$ cat config.mk
export PLATFORM = sky130hd
export DESIGN_NAME = mux_sel_rr_arbiter
export DESIGN_NICKNAME = d
export VERILOG_FILES = /design/src/rtl/mux_sel_pkg.sv /design/src/rtl/mux_sel_rr_arbiter_pick.sv /design/src/rtl/mux_sel_rr_arbiter.sv
export SDC_FILE = /design/constraint.sdc
export NUM_CORES = 1
export LEC_CHECK = 0
export ABC_AREA = 1
export BUFFER_PORTS_ARGS = -buffer_cell sky130_fd_sc_hd__buf_2
export CAP_MARGIN = 20
export CORE_ASPECT_RATIO = 0.9
export CORE_MARGIN = 8
export CORE_UTILIZATION = 40
export CTS_CLUSTER_DIAMETER = 100
export DETAILED_ROUTE_END_ITERATION = 8
export PLACE_DENSITY_LB_ADDON = 0.15
export RECOVER_POWER = 25
export SYNTH_ARGS = -nofsm -noshare
export SYNTH_HDL_FRONTEND = slang
export SYNTH_HIERARCHICAL = 1
export SYNTH_SLANG_ARGS = --single-unit
export TNS_END_PERCENT = 20
$ cat constraint.sdc
create_clock -name clk -period 1.9 [get_ports clk]
set_clock_uncertainty 0.05 [all_clocks]
set_input_delay 0.285 -clock clk [delete_from_list [all_inputs] [get_ports clk]]
set_output_delay 0.285 -clock clk [all_outputs]
set_load 0.03 [all_outputs]
$ cat src/rtl/mux_sel_pkg.sv
// Shared types and the rotating-priority helper for the 4:1 mux select arbiter.
// The arbiter FSM, the priority encoder sub-module and the top all import this package.
package mux_sel_pkg;

  localparam int NUM_CH = 4;
  localparam int SEL_W  = 2;

  typedef enum logic [0:0] {
    IDLE  = 1'b0,
    GRANT = 1'b1
  } state_t;

  typedef struct packed {
    logic             valid;
    logic [SEL_W-1:0] idx;
  } pick_t;

  // The first requester found scanning upward from last_ptr+1 with wrap-around wins.
  // The scan runs from the farthest offset down to the nearest, so the nearest requester writes last.
  function automatic pick_t rr_pick(input logic [NUM_CH-1:0] req,
                                    input logic [SEL_W-1:0]  last_ptr);
    pick_t            res;
    logic [SEL_W-1:0] cand;
    res.valid = 1'b0;
    res.idx   = '0;
    for (int k = NUM_CH; k >= 1; k--) begin
      cand = last_ptr + SEL_W'(k);
      if (req[cand]) begin
        res.valid = 1'b1;
        res.idx   = cand;
      end
    end
    return res;
  endfunction

endpackage

$ cat src/rtl/mux_sel_rr_arbiter_pick.sv
// Combinational rotating priority encoder.
// It returns the winning channel index, a valid flag and the one-hot form of the winner.
module rr_priority_pick
  import mux_sel_pkg::*;
(
  input  logic [NUM_CH-1:0] req,
  input  logic [SEL_W-1:0]  last_ptr,
  output logic              valid,
  output logic [SEL_W-1:0]  idx,
  output logic [NUM_CH-1:0] onehot
);

  pick_t pick;

  assign pick  = rr_pick(req, last_ptr);
  assign valid = pick.valid;
  assign idx   = pick.idx;

  // When nothing requests, the one-hot output is zero even though idx is 0.
  for (genvar gi = 0; gi < NUM_CH; gi++) begin : g_onehot
    assign onehot[gi] = pick.valid && (pick.idx == SEL_W'(gi));
  end

endmodule

$ cat src/rtl/mux_sel_rr_arbiter.sv
// Round-robin arbiter driving the s1/s0 selects of the downstream 4:1 mux.
// Grants are held while the owner keeps requesting, up to MAX_HOLD cycles whenever other channels are waiting.
module mux_sel_rr_arbiter
  import mux_sel_pkg::*;
#(
  parameter int MAX_HOLD = 8,
  parameter int CNT_W    = 4
) (
  input  logic              clk,
  input  logic              rst_n,
  input  logic [NUM_CH-1:0] req,
  output logic [NUM_CH-1:0] grant,
  output logic              sel_s1,
  output logic              sel_s0,
  output logic              busy
);

  localparam int              HOLD_LAST_I = (MAX_HOLD > 0) ? MAX_HOLD - 1 : 0;
  localparam logic [CNT_W-1:0] HOLD_LAST  = CNT_W'(HOLD_LAST_I);

  state_t            state_reg, state_next;
  logic [SEL_W-1:0]  last_ptr_reg, last_ptr_next;
  logic [CNT_W-1:0]  hold_cnt_reg, hold_cnt_next;
  logic [NUM_CH-1:0] grant_reg, grant_next;
  logic [SEL_W-1:0]  sel_reg, sel_next;

  logic [NUM_CH-1:0] cand_req;
  logic              pick_valid;
  logic [SEL_W-1:0]  pick_idx;
  logic [NUM_CH-1:0] pick_onehot;
  logic              owner_req;
  logic              hold_expired;

  // The current owner is masked out, so the encoder yields "next other winner" in GRANT and the plain winner in IDLE.
  assign cand_req     = req & ~grant_reg;
  assign owner_req    = |(req & grant_reg);
  assign hold_expired = (MAX_HOLD != 0) && (hold_cnt_reg == HOLD_LAST);

  rr_priority_pick u_pick (
    .req      (cand_req),
    .last_ptr (last_ptr_reg),
    .valid    (pick_valid),
    .idx      (pick_idx),
    .onehot   (pick_onehot)
  );

  always_comb begin
    state_next    = state_reg;
    last_ptr_next = last_ptr_reg;
    hold_cnt_next = hold_cnt_reg;
    grant_next    = grant_reg;
    sel_next      = sel_reg;

    unique case (state_reg)
      IDLE: begin
        if (pick_valid) begin
          state_next    = GRANT;
          grant_next    = pick_onehot;
          sel_next      = pick_idx;
          last_ptr_next = pick_idx;
          hold_cnt_next = '0;
        end
      end

      GRANT: begin
        if (!owner_req) begin
          // A release takes precedence over an expiry landing in the same cycle.
          hold_cnt_next = '0;
          if (pick_valid) begin
            grant_next    = pick_onehot;
            sel_next      = pick_idx;
            last_ptr_next = pick_idx;
          end else begin
            state_next = IDLE;
            grant_next = '0;
          end
        end else if (hold_expired) begin
          hold_cnt_next = '0;
          if (pick_valid) begin
            grant_next    = pick_onehot;
            sel_next      = pick_idx;
            last_ptr_next = pick_idx;
          end
        end else if (hold_cnt_reg != '1) begin
          hold_cnt_next = hold_cnt_reg + CNT_W'(1);
        end
      end

      default: begin
        state_next = IDLE;
        grant_next = '0;
      end
    endcase
  end

  // last_ptr resets to the top channel so that channel 0 is scanned first.
  always_ff @(posedge clk or negedge rst_n) begin
    if (!rst_n) begin
      state_reg    <= IDLE;
      last_ptr_reg <= SEL_W'(NUM_CH - 1);
      hold_cnt_reg <= '0;
      grant_reg    <= '0;
      sel_reg      <= '0;
    end else begin
      state_reg    <= state_next;
      last_ptr_reg <= last_ptr_next;
      hold_cnt_reg <= hold_cnt_next;
      grant_reg    <= grant_next;
      sel_reg      <= sel_next;
    end
  end

  assign grant  = grant_reg;
  assign sel_s1 = sel_reg[1];
  assign sel_s0 = sel_reg[0];
  assign busy   = |grant_reg;

endmodule

### Word-level counts from Yosys, hierarchy flattened

Cells that the tools add are included.

| operators by class | value |
|---|---|
| magnitude comparators | 4 |
| bitwise logic cells | 4 |
| reductions and logical operators | 8 |
| mux-type cells | 33 |
| eq/ne operators | 8 |
| add/subtract/negate cells | 4 |

Operator list:

| kind | number |
|---|---|
| two-way mux 4 bit | 8 |
| one-hot mux 4 bit (2 select lines) | 2 |
| < comparator 2 x 3 -> 1 bit, second input constant | 4 |
| two-way mux 2 bit | 6 |
| two-way mux 3 bit | 4 |
| bitwise AND 4 bit | 2 |
| binary-select mux 1 bit (select 2 bit) | 4 |
| one-hot mux 2 bit (2 select lines) | 2 |
| OR reduction 4 bit | 2 |
| two-way mux 1 bit | 6 |
| adder 2 bit, second input constant | 2 |
| adder 4 x 1 -> 4 bit, second input constant | 1 |
| == test 2 bit, second input constant | 2 |
| == test 4 x 3 -> 1 bit, second input constant | 1 |
| logical AND 1 bit | 4 |
| != test 4 x 2 -> 1 bit, second input constant | 1 |
| != test 4 bit, second input constant | 1 |
| inverter 4 bit | 1 |
| != test 3 x 2 -> 1 bit, second input constant | 1 |
| adder 2 x 1 -> 2 bit, second input constant | 1 |
| == test 2 x 1 -> 1 bit, second input constant | 1 |
| zero test 2 bit | 1 |
| != test 2 x 1 -> 1 bit, second input constant | 1 |
| one-hot mux 1 bit (2 select lines) | 1 |
| other kinds (2) | 2 |

| word-level totals | value |
|---|---|
| register bits | 13 |
| output and inout port bits | 7 |
| word-level logic and storage cells | 66 |

### Logic depth before layout (Yosys ltp)

Gate-level depths: netlist of run 1.

| depth | value |
|---|---|
| depth in word-level cells | 14 |
| gate-level depth with buffers | 18 |
| depth with buffers taken out | 18 |

### By module

The synthesis of run 1 kept the hierarchy.

By module, submodules not included:

| module | area an instance (um^2) | instances | cells an instance | sequential area each (um^2) |
|---|---|---|---|---|
| mux_sel_rr_arbiter | 783.3 | 1 | 106 | 327.8 |
| rr_priority_pick | 301.5 | 1 | 57 | 0.0 |

### Worst setup path after synthesis of run 1

Ideal clock, no wire load.

| timing path | value |
|---|---|
| kind | flip-flop to flip-flop |
| start | reg grant_reg[1], in the netlist grant[1] |
| end | reg grant_reg[3], in the netlist grant[3] |
| setup slack | -0.046 ns |
| data required time | 1.737 ns |
| library setup time | 0.113 ns |
| path buffers | 0 |
| stages on the path, launching flop included | 18 |
| data arrival time | 1.783 ns |
| path through | dfrtp_1 > nor2_1 > inv_1 > nand2_1 > nand3_1 > nand2_1 > inv_1 > nand2_2 > nand2_2 > nand2_2 > nand2_2 > inv_2 > nor2_2 > or2_2 > nand2_1 > nand2_1 > nand2_1 > inv_1 |

| between the ends | value |
|---|---|
| cells in the longest elaborated chain, start to end | 14 |
| elaborated cells between the ends (all ways) | 24 |
| those cells by class | eq/ne: 2; mux: 17; bitwise: 3; reduce/logical: 2 |

RTL lines:

| item | line | text |
|---|---|---|
| start: declaration | mux_sel_rr_arbiter.sv:24 | `logic [NUM_CH-1:0] grant_reg, grant_next;` |
| start signal: assignment | mux_sel_rr_arbiter.sv:108 | `grant_reg <= grant_next;` |
| inverter 4 bit (*) | mux_sel_rr_arbiter.sv:35 | `assign cand_req = req & ~grant_reg;` |
| bitwise AND 4 bit (*) | mux_sel_rr_arbiter.sv:35 |  |
| via cand_req[1] | mux_sel_rr_arbiter.sv:27 | `logic [NUM_CH-1:0] cand_req;` |
| binary-select mux 1 bit (select 2 bit) | mux_sel_pkg.sv:28 | `if (req[cand]) begin` |
| two-way mux 1 bit (not written as such) | mux_sel_pkg.sv:28 |  |
| two-way mux 3 bit (3 in a row) | mux_sel_pkg.sv:28 |  |
| two-way mux 3 bit (*) | mux_sel_pkg.sv:28 |  |
| via pick_idx[0] | mux_sel_rr_arbiter.sv:29 | `logic [SEL_W-1:0] pick_idx;` |
| == test 2 bit (*) | mux_sel_rr_arbiter_pick.sv:21 | `assign onehot[gi] = pick.valid && (pick.idx == SEL_W'(gi));` |
| logical AND 1 bit (*) | mux_sel_rr_arbiter_pick.sv:21 |  |
| via pick_onehot[3] | mux_sel_rr_arbiter.sv:30 | `logic [NUM_CH-1:0] pick_onehot;` |
| two-way mux 4 bit | mux_sel_rr_arbiter.sv:56, mux_sel_rr_arbiter.sv:79 |  |
| two-way mux 4 bit | mux_sel_rr_arbiter.sv:77 | `end else if (hold_expired) begin` |
| two-way mux 4 bit | mux_sel_rr_arbiter.sv:66 | `if (!owner_req) begin` |
| one-hot mux 4 bit (2 select lines) (*) | mux_sel_rr_arbiter.sv:54 | `unique case (state_reg)` |

The timed path passes the listed nets; every way through them passes the cells marked *. The select of a mux whose other input is x is not followed.
A chain may end at the register's enable or synchronous reset.

### Final worst setup path of run 1

| timing path | value |
|---|---|
| start | reg last_ptr_reg[0] |
| end | reg grant_reg[0], in the netlist grant[0] |

| between the ends | value |
|---|---|
| elaborated cells between the ends (all ways) | 22 |
| those cells by class | add/sub: 3; mux: 17; reduce/logical: 2 |

RTL lines:

| item | line | text |
|---|---|---|
| start: declaration | mux_sel_rr_arbiter.sv:22 | `logic [SEL_W-1:0] last_ptr_reg, last_ptr_next;` |
| start signal: assignment | mux_sel_rr_arbiter.sv:100 | `last_ptr_reg <= SEL_W'(NUM_CH - 1);` |
| start signal: assignment | mux_sel_rr_arbiter.sv:106 | `last_ptr_reg <= last_ptr_next;` |
| adder 2 bit or binary-select mux 1 bit (select 2 bit) (tied branches) | mux_sel_pkg.sv:27, mux_sel_pkg.sv:28 |  |
| binary-select mux 1 bit (select 2 bit) or two-way mux 1 bit (tied branches) | mux_sel_pkg.sv:28 |  |
| two-way mux 1 bit (not written as such) or two-way mux 3 bit (tied branches) | mux_sel_pkg.sv:28 |  |
| two-way mux 3 bit (2 in a row) | mux_sel_pkg.sv:28 |  |
| two-way mux 3 bit (*) | mux_sel_pkg.sv:28 |  |
| via pick_valid | mux_sel_rr_arbiter.sv:28 | `logic pick_valid;` |
| logical AND 1 bit (*) | mux_sel_rr_arbiter_pick.sv:21 |  |
| via pick_onehot[0] | mux_sel_rr_arbiter.sv:30 |  |
| two-way mux 4 bit | mux_sel_rr_arbiter.sv:56, mux_sel_rr_arbiter.sv:79 |  |
| two-way mux 4 bit | mux_sel_rr_arbiter.sv:77 |  |
| two-way mux 4 bit | mux_sel_rr_arbiter.sv:66 |  |
| one-hot mux 4 bit (2 select lines) (*) | mux_sel_rr_arbiter.sv:54 |  |

Marked as above.

==> flow_summary_export.csv, run 1 <==
group,metric,value,unit
power_and_ir_drop,swShare,50.7,%
power_and_ir_drop,power_switching,1500,uW
drt,drt_pass1_iterations,4,
worst_setup_path,cp_num_buf_inv,3,
global_route,grt_max_degree,14,
worst_setup_path,cp_slowest_stage_delay,0.56,ns
die,start_util,40.8,%
final_layout,fin_util,52.1,%
worst_setup_path,crit_family,"simple AND/OR/NAND/NOR gates",
timing,setup_slack,-0.0740,ns
die,io-pin-count,13,
logic_synthesis,synth_top_area_share,25.4,%
timing,tightest_slew,0.789,ns
drt,drc,0,
logic_synthesis,avgSynthCellArea,6.66,um2
timing,min_period,1.97,ns
timing,rsz0062_at_grt,"yes",
outcome,status,"finished, violations left",
worst_setup_path,path_cells,"buf_12 -> inv_8 -> nand2_4 -> nand2_2 -> nand2_2 -> nand2_2 -> nor2_1 -> nand2_1 -> nand3_1 -> nor2_1 -> or2_2 -> nand2_1 -> nand2_1 -> nand2_1 -> inv_1",
final_layout,drive_above_1_share,46.1,%
worst_setup_path,cp_slowest_cell,"dfstp_2",
place,gp_congestion,0.853,
timing,fmax,507,MHz
power_and_ir_drop,pwr-share-clk,5.8,%
die,die-area,4640,um2
logic_synthesis,synth.largest_area_cell,"dfrtp_1",
die,fp.dieH,65.4,um
worst_setup_path,worstSetupPathType,"register to register",
timing,period_share,104,%
final_layout,antenna_cells,0,
worst_setup_path,cp.arrival,2.10,ns
global_route,antenna_found_initial,0,
min_path,hp-class,"primary input to register",
drt,vias,1026,
clock_tree,h-tree-depth,1,
worst_setup_path,cpMostUsedCell,"nand2_1",
logic_synthesis,synth-seq-cells,13,
clock_tree,clock_path_buffers,2,
global_route,grt_first_pass_wirelength,4.35,mm
final_layout,fin_nets,201,
timing,hold_viol,0,
logic_synthesis,syn_nets,170,
clock_tree,cts_tree,"built",
drt,ant_nets,0,
place,hpwlAfterDp,1.81,mm
worst_setup_path,cp-end-kind,"register",
timing,setup_viol,4,
power_and_ir_drop,comb_power_share,76.8,%
run,drv_cap,0,
worst_setup_path,rrSetupSlack,-0.07,ns
clock_tree,clk_latency,0.28,ns
logic_synthesis,synth_seq_area_share,30.2,%
global_route,first_global_vias,987,
final_layout,syn_to_final_growth,27.7,%
final_layout,nFillCells,272,
logic_synthesis,syn_inst,163,
logic_synthesis,yosysUniqueCellTypes,25,
global_route,grtUsageTotal,11.7,%
clock_tree,numCtsBuffers,3,
drt,vias_per_cell,4.60,
power_and_ir_drop,peakVddDrop,0.995,mV
power_and_ir_drop,powerDensity,2140,nW/um2
place,port_buffers,12,
outcome,violations,"setup timing",
logic_synthesis,syn_area,1080,um2
timing,relSlewSlack,47.4,%
place,dp_slack,-0.117,ns
drt,finalWirelength,2.41,mm
timing,slew_violations,0,
worst_setup_path,required,2.03,ns
drt,wl_per_cell,10.8,um
worst_setup_path,crit_fanout,6,
clock_tree,clk_pin_slew,0.08,ns
die,rows,18,
logic_synthesis,ys_warn_count,6,
drt,dr.first_iter.drc_count,43,
power_and_ir_drop,p_seq_share,17.4,%
worst_setup_path,critPathLaunchType,"register",
logic_synthesis,yosys-top-cells-area,"dfrtp_1 (25%), nand2_1 (16%), nand2_2 (14%), inv_1 (8.7%), dfstp_2 (4.8%)",
global_route,grt-ovfl-total,0,
clock_tree,clockRootBuffer,"clkbuf_4",
die,die_width,70.9,um
die,core_region_area,2660,um2
power_and_ir_drop,leakage,0.000781,uW
clock_tree,clock_sinks,13,
power_and_ir_drop,p_int,1460,uW
layer usage:
metal  GRT usage [%]  wire length [um]  up-vias
met5               0                 0        -
met2            17.8              1060       21
li1                -                 -      546
met4            3.11                10        0
met1            14.7              1180      457
met3            5.02               163        2
power by group through the flow:
stage               Combinational, uW  Sequential (uW)  Clock [uW]
finish                           2280              517         171
global route                     2570              539         198
detailed placement               1930              539           0
floorplan                        1440              643           0
CTS                              2120              515         186
global placement                 1920              536           0
Yosys cell counts:
| cell | n |
|---|---|
| or2_2 | 4 |
| inv_2 | 5 |
| nand2_1 | 47 |
| nand3_1 | 7 |
| nor2_2 | 2 |
| buf_12 | 1 |
| ha_1 | 1 |
| nor2_1 | 14 |
| xor2_1 | 1 |
| a21oi_1 | 1 |
| buf_6 | 1 |
| nand2_4 | 2 |
| dfrtp_1 | 11 |
| and3_2 | 1 |
| inv_1 | 25 |
| dfstp_2 | 2 |
| inv_8 | 1 |
| nand4_1 | 1 |
| nand3_4 | 1 |
| nand2_2 | 25 |
| o21ai_1 | 4 |
| o21ai_2 | 1 |
| clkinv_2 | 1 |
| o21ai_0 | 2 |
| nand3_2 | 2 |
worst reg2reg max path, delay by kind of cell (launching register included):
kind	cells	cell delay (ns)
AND/OR/NAND/NOR	12	1.08
flip-flops	1	0.56
buffers and inverters	3	0.20
metrics by stage:
stage                     power (uW)  setup TNS (ns)  hold slack, ns  instances  instance area, um2
after detailed placement        2460          -0.363           0.150        212                1220
after CTS                       2820          -0.121           0.387        221                1320
after floorplan                 2080               0         -0.0606        163                1090
final                           2970          -0.174           0.416        223                1390
after global routing            3300          -0.862           0.440        223                1390
after global placement          2450          -0.341           0.147        212                1220
layout by cell type, fill, tap and decap left out, types with 3 or more instances in the layout:
| cell type | netlist | final |
|---|---|---|
| nand3_2 | 2 | 3 |
| nand2_2 | 25 | 26 |
| nand2_4 | 2 | 7 |
| buf_4 | 0 | 14 |
| clkbuf_4 | 0 | 3 |
| buf_2 | 0 | 11 |
| o21ai_1 | 4 | 4 |
| nor2_2 | 2 | 3 |
| nand2_1 | 47 | 41 |
| nor2_1 | 14 | 12 |
| dfrtp_1 | 11 | 10 |
| inv_2 | 5 | 7 |
| inv_1 | 25 | 23 |
| nand3_1 | 7 | 5 |
final cells by class:
class / instances / area (um2) / share of cell area, %
sequential: 13 / 329 / 23.8
clock buffer: 4 / 26.3 / 1.90
timing repair buffer: 28 / 194 / 14.0
inverter: 32 / 129 / 9.30
tap: 30 / 37.5 / 2.71
multi-input combinational: 116 / 669 / 48.3
cell families (layout without fill, tap and decap cells):
logic type | after synthesis | after routing | share of synthesized area (%)
and+or+nand+nor | 106 | 106 | 49.0
buffers and inverters | 34 | 64 | 14.8
DFF | 13 | 13 | 30.2
AOI/OAI and AO/OA | 8 | 8 | 4.04
adders and majority gates | 1 | 1 | 1.15
xor gates and xnor gates | 1 | 1 | 0.808
path summary, 6_finish.rpt:
kind	startpoint	end	cells past startpoint
setup / recovery	last_ptr_reg[0]	grant[0]	15
hold / removal	req[3]	state_reg	5
setup reg to reg	last_ptr_reg[0]	grant[0]	15
hold reg to reg	sel_reg[0]	sel_reg[0]	2
max in group asynchronous	rst_n	grant[1]	2
min in group asynchronous	rst_n	grant[1]	2
repair_timing:
action | CTS | global route
endpoints found under the setup margin | 6 | 8
gates cloned | 0 | 0
hold endpoints to repair | 11 | 0
hold buffers | 1 | 0
pin swaps | 9 | 12
gates resized for setup | 9 | 13
setup buffers | 4 | 2
No activity file was read; power rests on OpenSTA's default activity.
==> run 2, diff against run 1 <==
Clock period 1.9 ns to 1.6 ns, I/O delays scaled along.
==> flow_summary_export.csv, run 2 (synthesized netlist as in run 1, its figures left out) <==
group,metric,value,unit
final_layout,antenna_cells,0,
clock_tree,clockRootBuffer,"clkbuf_4",
timing,setup_viol,13,
die,die-area,4640,um2
timing,period_share,122,%
timing,hold_viol,0,
worst_setup_path,cpMostUsedCell,"nand2_1",
drt,wl_per_cell,11.8,um
global_route,grt_first_pass_wirelength,4.86,mm
global_route,antenna_found_initial,0,
timing,rsz0062_at_grt,"yes",
clock_tree,clock_path_buffers,2,
timing,relSlewSlack,49.8,%
final_layout,instances_no_fill,231,
die,rows,18,
die,fp.dieH,65.4,um
final_layout,drive_above_1_share,55.2,%
run,drv_cap,0,
timing,tightest_slew,0.753,ns
clock_tree,h-tree-depth,1,
worst_setup_path,path_cells,"buf_6 -> nand2_1 -> nand2_4 -> nand2_4 -> and3_4 -> nand2_4 -> clkinvlp_4 -> or2_4 -> nand2_1 -> nand2_1 -> nand2_1 -> inv_1",
global_route,first_global_vias,1123,
clock_tree,clk_pin_slew,0.08,ns
place,gp_congestion,0.795,
global_route,grtUsageTotal,13.1,%
clock_tree,clock_sinks,13,
die,start_util,40.8,%
global_route,grt-ovfl-total,0,
drt,drc,0,
clock_tree,numCtsBuffers,3,
drt,vias,1062,
worst_setup_path,worstSetupPathType,"register to register",
outcome,violations,"setup timing",
final_layout,nFillCells,254,
worst_setup_path,cp_slowest_stage_delay,0.57,ns
final_layout,mostFrequentLayoutCells,"nand2_1 (35), nand2_2 (22), inv_1 (21), buf_4 (21), nand2_4 (17)",
timing,fmax,512,MHz
global_route,grt_max_degree,14,
timing,min_period,1.95,ns
drt,dr.first_iter.drc_count,35,
drt,finalWirelength,2.73,mm
drt,vias_per_cell,4.60,
die,die_width,70.9,um
final_layout,syn_to_final_growth,43.8,%
die,io-pin-count,13,
worst_setup_path,crit_fanout,7,
worst_setup_path,critPathLaunchType,"register",
worst_setup_path,cp_num_buf_inv,3,
timing,slew_violations,0,
worst_setup_path,cp_slowest_cell,"dfstp_2",
worst_setup_path,cp-end-kind,"register",
final_layout,final_common_cell,"nand2_1",
die,core_region_area,2660,um2
worst_setup_path,crit_family,"simple AND/OR/NAND/NOR gates",
timing,whs,0.424,ns
timing,setup_slack,-0.353,ns
min_path,hp-class,"primary input to register",
place,placed_cells,222,
drt,drt_pass1_iterations,4,
clock_tree,clk_latency,0.28,ns
place,port_buffers,12,
worst_setup_path,cp.arrival,2.09,ns
worst_setup_path,required,1.73,ns
place,hpwlAfterDp,2.05,mm
outcome,status,"finished, violations left",
clock_tree,cts_tree,"built",
drt,ant_nets,0,
final_layout,fin_nets,209,
[run 2: cell count changes in the layout (fill, tap and decap cells not counted), moves of 2 or more]
| cell | previous run | this run |
|---|---|---|
| or2_2 | 2 | 0 |
| dfrtp_2 | 1 | 4 |
| nand3_2 | 3 | 5 |
| nand3_1 | 5 | 3 |
| inv_1 | 23 | 21 |
| dfrtp_1 | 10 | 7 |
| or2_4 | 2 | 4 |
| nand2_1 | 41 | 35 |
| buf_4 | 14 | 21 |
| nand2_2 | 26 | 22 |
| nand2_4 | 7 | 17 |
[run 2: tightest hold or removal path: cells and delay by family]
| family | cells | cell delay, ns |
|---|---|---|
| and+or+nand+nor | 3 | 0.21 |
| AOI/OAI and AO/OA | 1 | 0.17 |
| buffers and inverters | 1 | 0.09 |
[run 2: final timing paths]
kind / from / slack, ns / cells after the start / endpoint
worst min register to register: sel_reg[1] / 0.46 / 2 / sel_reg[1]
min in group asynchronous: rst_n / 0.49 / 2 / state_reg
max in group asynchronous: rst_n / 0.49 / 2 / grant[2]
worst min-delay path: req[1] / 0.42 / 5 / state_reg
worst max-delay path: last_ptr_reg[0] / -0.35 / 12 / grant[0]
worst max register to register: last_ptr_reg[0] / -0.35 / 12 / grant[0]
[run 2: stage by stage]
| step | TNS [ns] | cell area (um2) | worst slack, ns | util [%] |
|---|---|---|---|---|
| final | -3.10 | 1560 | -0.353 | 58.7 |
| after global placement | -2.66 | 1350 | -0.326 | 50.7 |
| after detailed placement | -3.37 | 1350 | -0.367 | 50.7 |
| after CTS | -3.16 | 1510 | -0.332 | 56.7 |
| after global routing | -4.63 | 1560 | -0.470 | 58.7 |
| after floorplan | -1.49 | 1140 | -0.233 | - |
[run 2: cell type report]
class | instances | area (um2) | share of cell area (%)
Timing Repair Buffer | 36 | 258 | 16.5
Clock buffer | 4 | 26.3 | 1.68
Sequential cell | 13 | 333 | 21.3
Multi-Input combinational cell | 116 | 768 | 49.2
Inverter | 32 | 138 | 8.82
Tap cell | 30 | 37.5 | 2.41
[run 2: routing by layer]
metal / up-vias / part of all wire (%) / GRT usage (%)
met2: 16 / 51 / 24.4
met5: - / 0 / 0
met4: 0 / 1.8 / 5.44
li1: 559 / - / -
met1: 481 / 45 / 14.4
met3: 6 / 2.2 / 2.43
[run 2: what timing repair did]
item | in CTS | in global routing
resized for setup | 20 | 16
hold buffers | 1 | 0
pin swaps | 17 | 13
setup endpoints to repair | 13 | 13
endpoints found under the hold margin | 11 | 0
buffers inserted | 4 | 0
Power of run 2 is left out: the tool's default activity adds up to more than one toggle a clock period on the data nets, which glitch-free logic cannot reach.
==> run 3, diff against run 2 <==
Settings changed: SLEW_MARGIN set to 20.
Clock period 1.6 ns to 1.65 ns, I/O delays scaled along.
==> flow_summary_export.csv, run 3 (synthesized netlist as in run 1, its figures left out) <==
group,metric,value,unit
timing,min_period,1.99,ns
final_layout,drive_above_1_share,54.5,%
timing,hold_viol,0,
global_route,grt-ovfl-total,0,
timing,slew_violations,0,
place,gp_congestion,0.775,
outcome,status,"finished, violations left",
min_path,hp-class,"primary input to register",
die,die-area,4640,um2
timing,relSlewSlack,54.3,%
place,hpwlAfterDp,2.04,mm
die,start_util,40.8,%
global_route,antenna_found_initial,0,
die,die_width,70.9,um
drt,finalWirelength,2.68,mm
worst_setup_path,worstSetupPathType,"register to register",
drt,drt_pass1_iterations,6,
timing,tightest_slew,0.685,ns
worst_setup_path,required,1.78,ns
final_layout,antenna_cells,0,
worst_setup_path,cp-end-kind,"register",
clock_tree,cts_tree,"built",
worst_setup_path,cp.arrival,2.12,ns
drt,drc,0,
clock_tree,clock_sinks,13,
global_route,first_global_vias,1091,
global_route,grtUsageTotal,12.2,%
clock_tree,numCtsBuffers,3,
run,drv_cap,0,
die,fp.dieH,65.4,um
timing,period_share,121,%
place,port_buffers,12,
outcome,violations,"setup timing",
clock_tree,clk_latency,0.28,ns
global_route,grt_max_degree,14,
worst_setup_path,crit_fanout,6,
die,io-pin-count,13,
clock_tree,clockRootBuffer,"clkbuf_4",
final_layout,fin_nets,208,
timing,setup_viol,12,
drt,vias,1084,
drt,ant_nets,0,
drt,dr.first_iter.drc_count,46,
final_layout,syn_to_final_growth,42.8,%
worst_setup_path,critPathLaunchType,"register",
clock_tree,h-tree-depth,1,
timing,setup_slack,-0.339,ns
place,place_area,1340,um2
final_layout,mostFrequentLayoutCells,"nand2_1 (37), buf_4 (21), inv_1 (20), nand2_2 (20), nand2_4 (16)",
timing,finalSetupTns,-2.43,ns
timing,fmax,503,MHz
global_route,grt_first_pass_wirelength,4.62,mm
die,rows,18,
clock_tree,clk_pin_slew,0.09,ns
timing,rsz0062_at_grt,"yes",
final_layout,final_area,1550,um2
clock_tree,clock_path_buffers,2,
final_layout,final_common_cell,"nand2_1",
drt,vias_per_cell,4.71,
drt,wl_per_cell,11.6,um
die,core_region_area,2660,um2
run 3: worst paths after layout:
kind                                 start         end  slack [ns]  cells after the start
max                        last_ptr_reg[0]    grant[3]       -0.34                     17
min                                 req[1]   state_reg        0.42                      5
max reg2reg                last_ptr_reg[0]    grant[3]       -0.34                     17
min reg2reg                     sel_reg[0]  sel_reg[0]        0.47                      2
max in group asynchronous            rst_n    grant[2]        0.61                      2
min in group asynchronous            rst_n    grant[0]        0.46                      2
run 3: repair_timing:
item	CTS	global route
pin swaps	5	5
resized for setup	7	29
setup buffers	3	1
hold buffers	1	0
setup endpoints to repair	13	12
endpoints found under the hold margin	11	0
run 3: stage by stage:
stage	hold WS [ns]	instances	util, %	setup slack [ns]
3_5_place_dp	0.103	221	50.4	-0.331
5_1_grt	0.487	230	58.3	-0.428
4_1_cts	0.333	229	53.3	-0.285
2_1_floorplan	-0.0981	163	-	-0.183
6_report	0.420	230	58.3	-0.339
3_3_place_gp	0.109	221	50.4	-0.287
run 3: cell type report:
cell class | instances | area [um2]
clock buffer | 4 | 26.3
fill | 264 | 1110
inverter | 32 | 136
multi-input combinational | 116 | 769
sequential | 13 | 333
tap | 30 | 37.5
timing repair buffer | 35 | 246
run 3: critical path: stages (launching register included):
cell and delay, ns:
dfstp_2 0.57, buf_12 0.13, inv_12 0.05, nand2_4 0.07
nand2_4 0.07, nand2_4 0.08, nand2_2 0.06, nand2_2 0.08
nand2_2 0.06, nand2_2 0.06, nand2_2 0.08, inv_2 0.07
nor2_2 0.04, or2_4 0.22, nand2_2 0.06, nand2_1 0.05
nand2_1 0.06, inv_1 0.04
run 3: per-layer routing:
metal | GRT usage (%) | routed length, um | share of wire (%) | up-vias
met3 | 2.58 | 81 | 3.0 | 6
met2 | 21.2 | 1350 | 50 | 22
met4 | 4.92 | 52 | 1.9 | 0
met1 | 14.3 | 1190 | 45 | 501
li1 | - | - | - | 555
met5 | 0 | 0 | 0 | -
Power of run 3 is left out for the same reason.
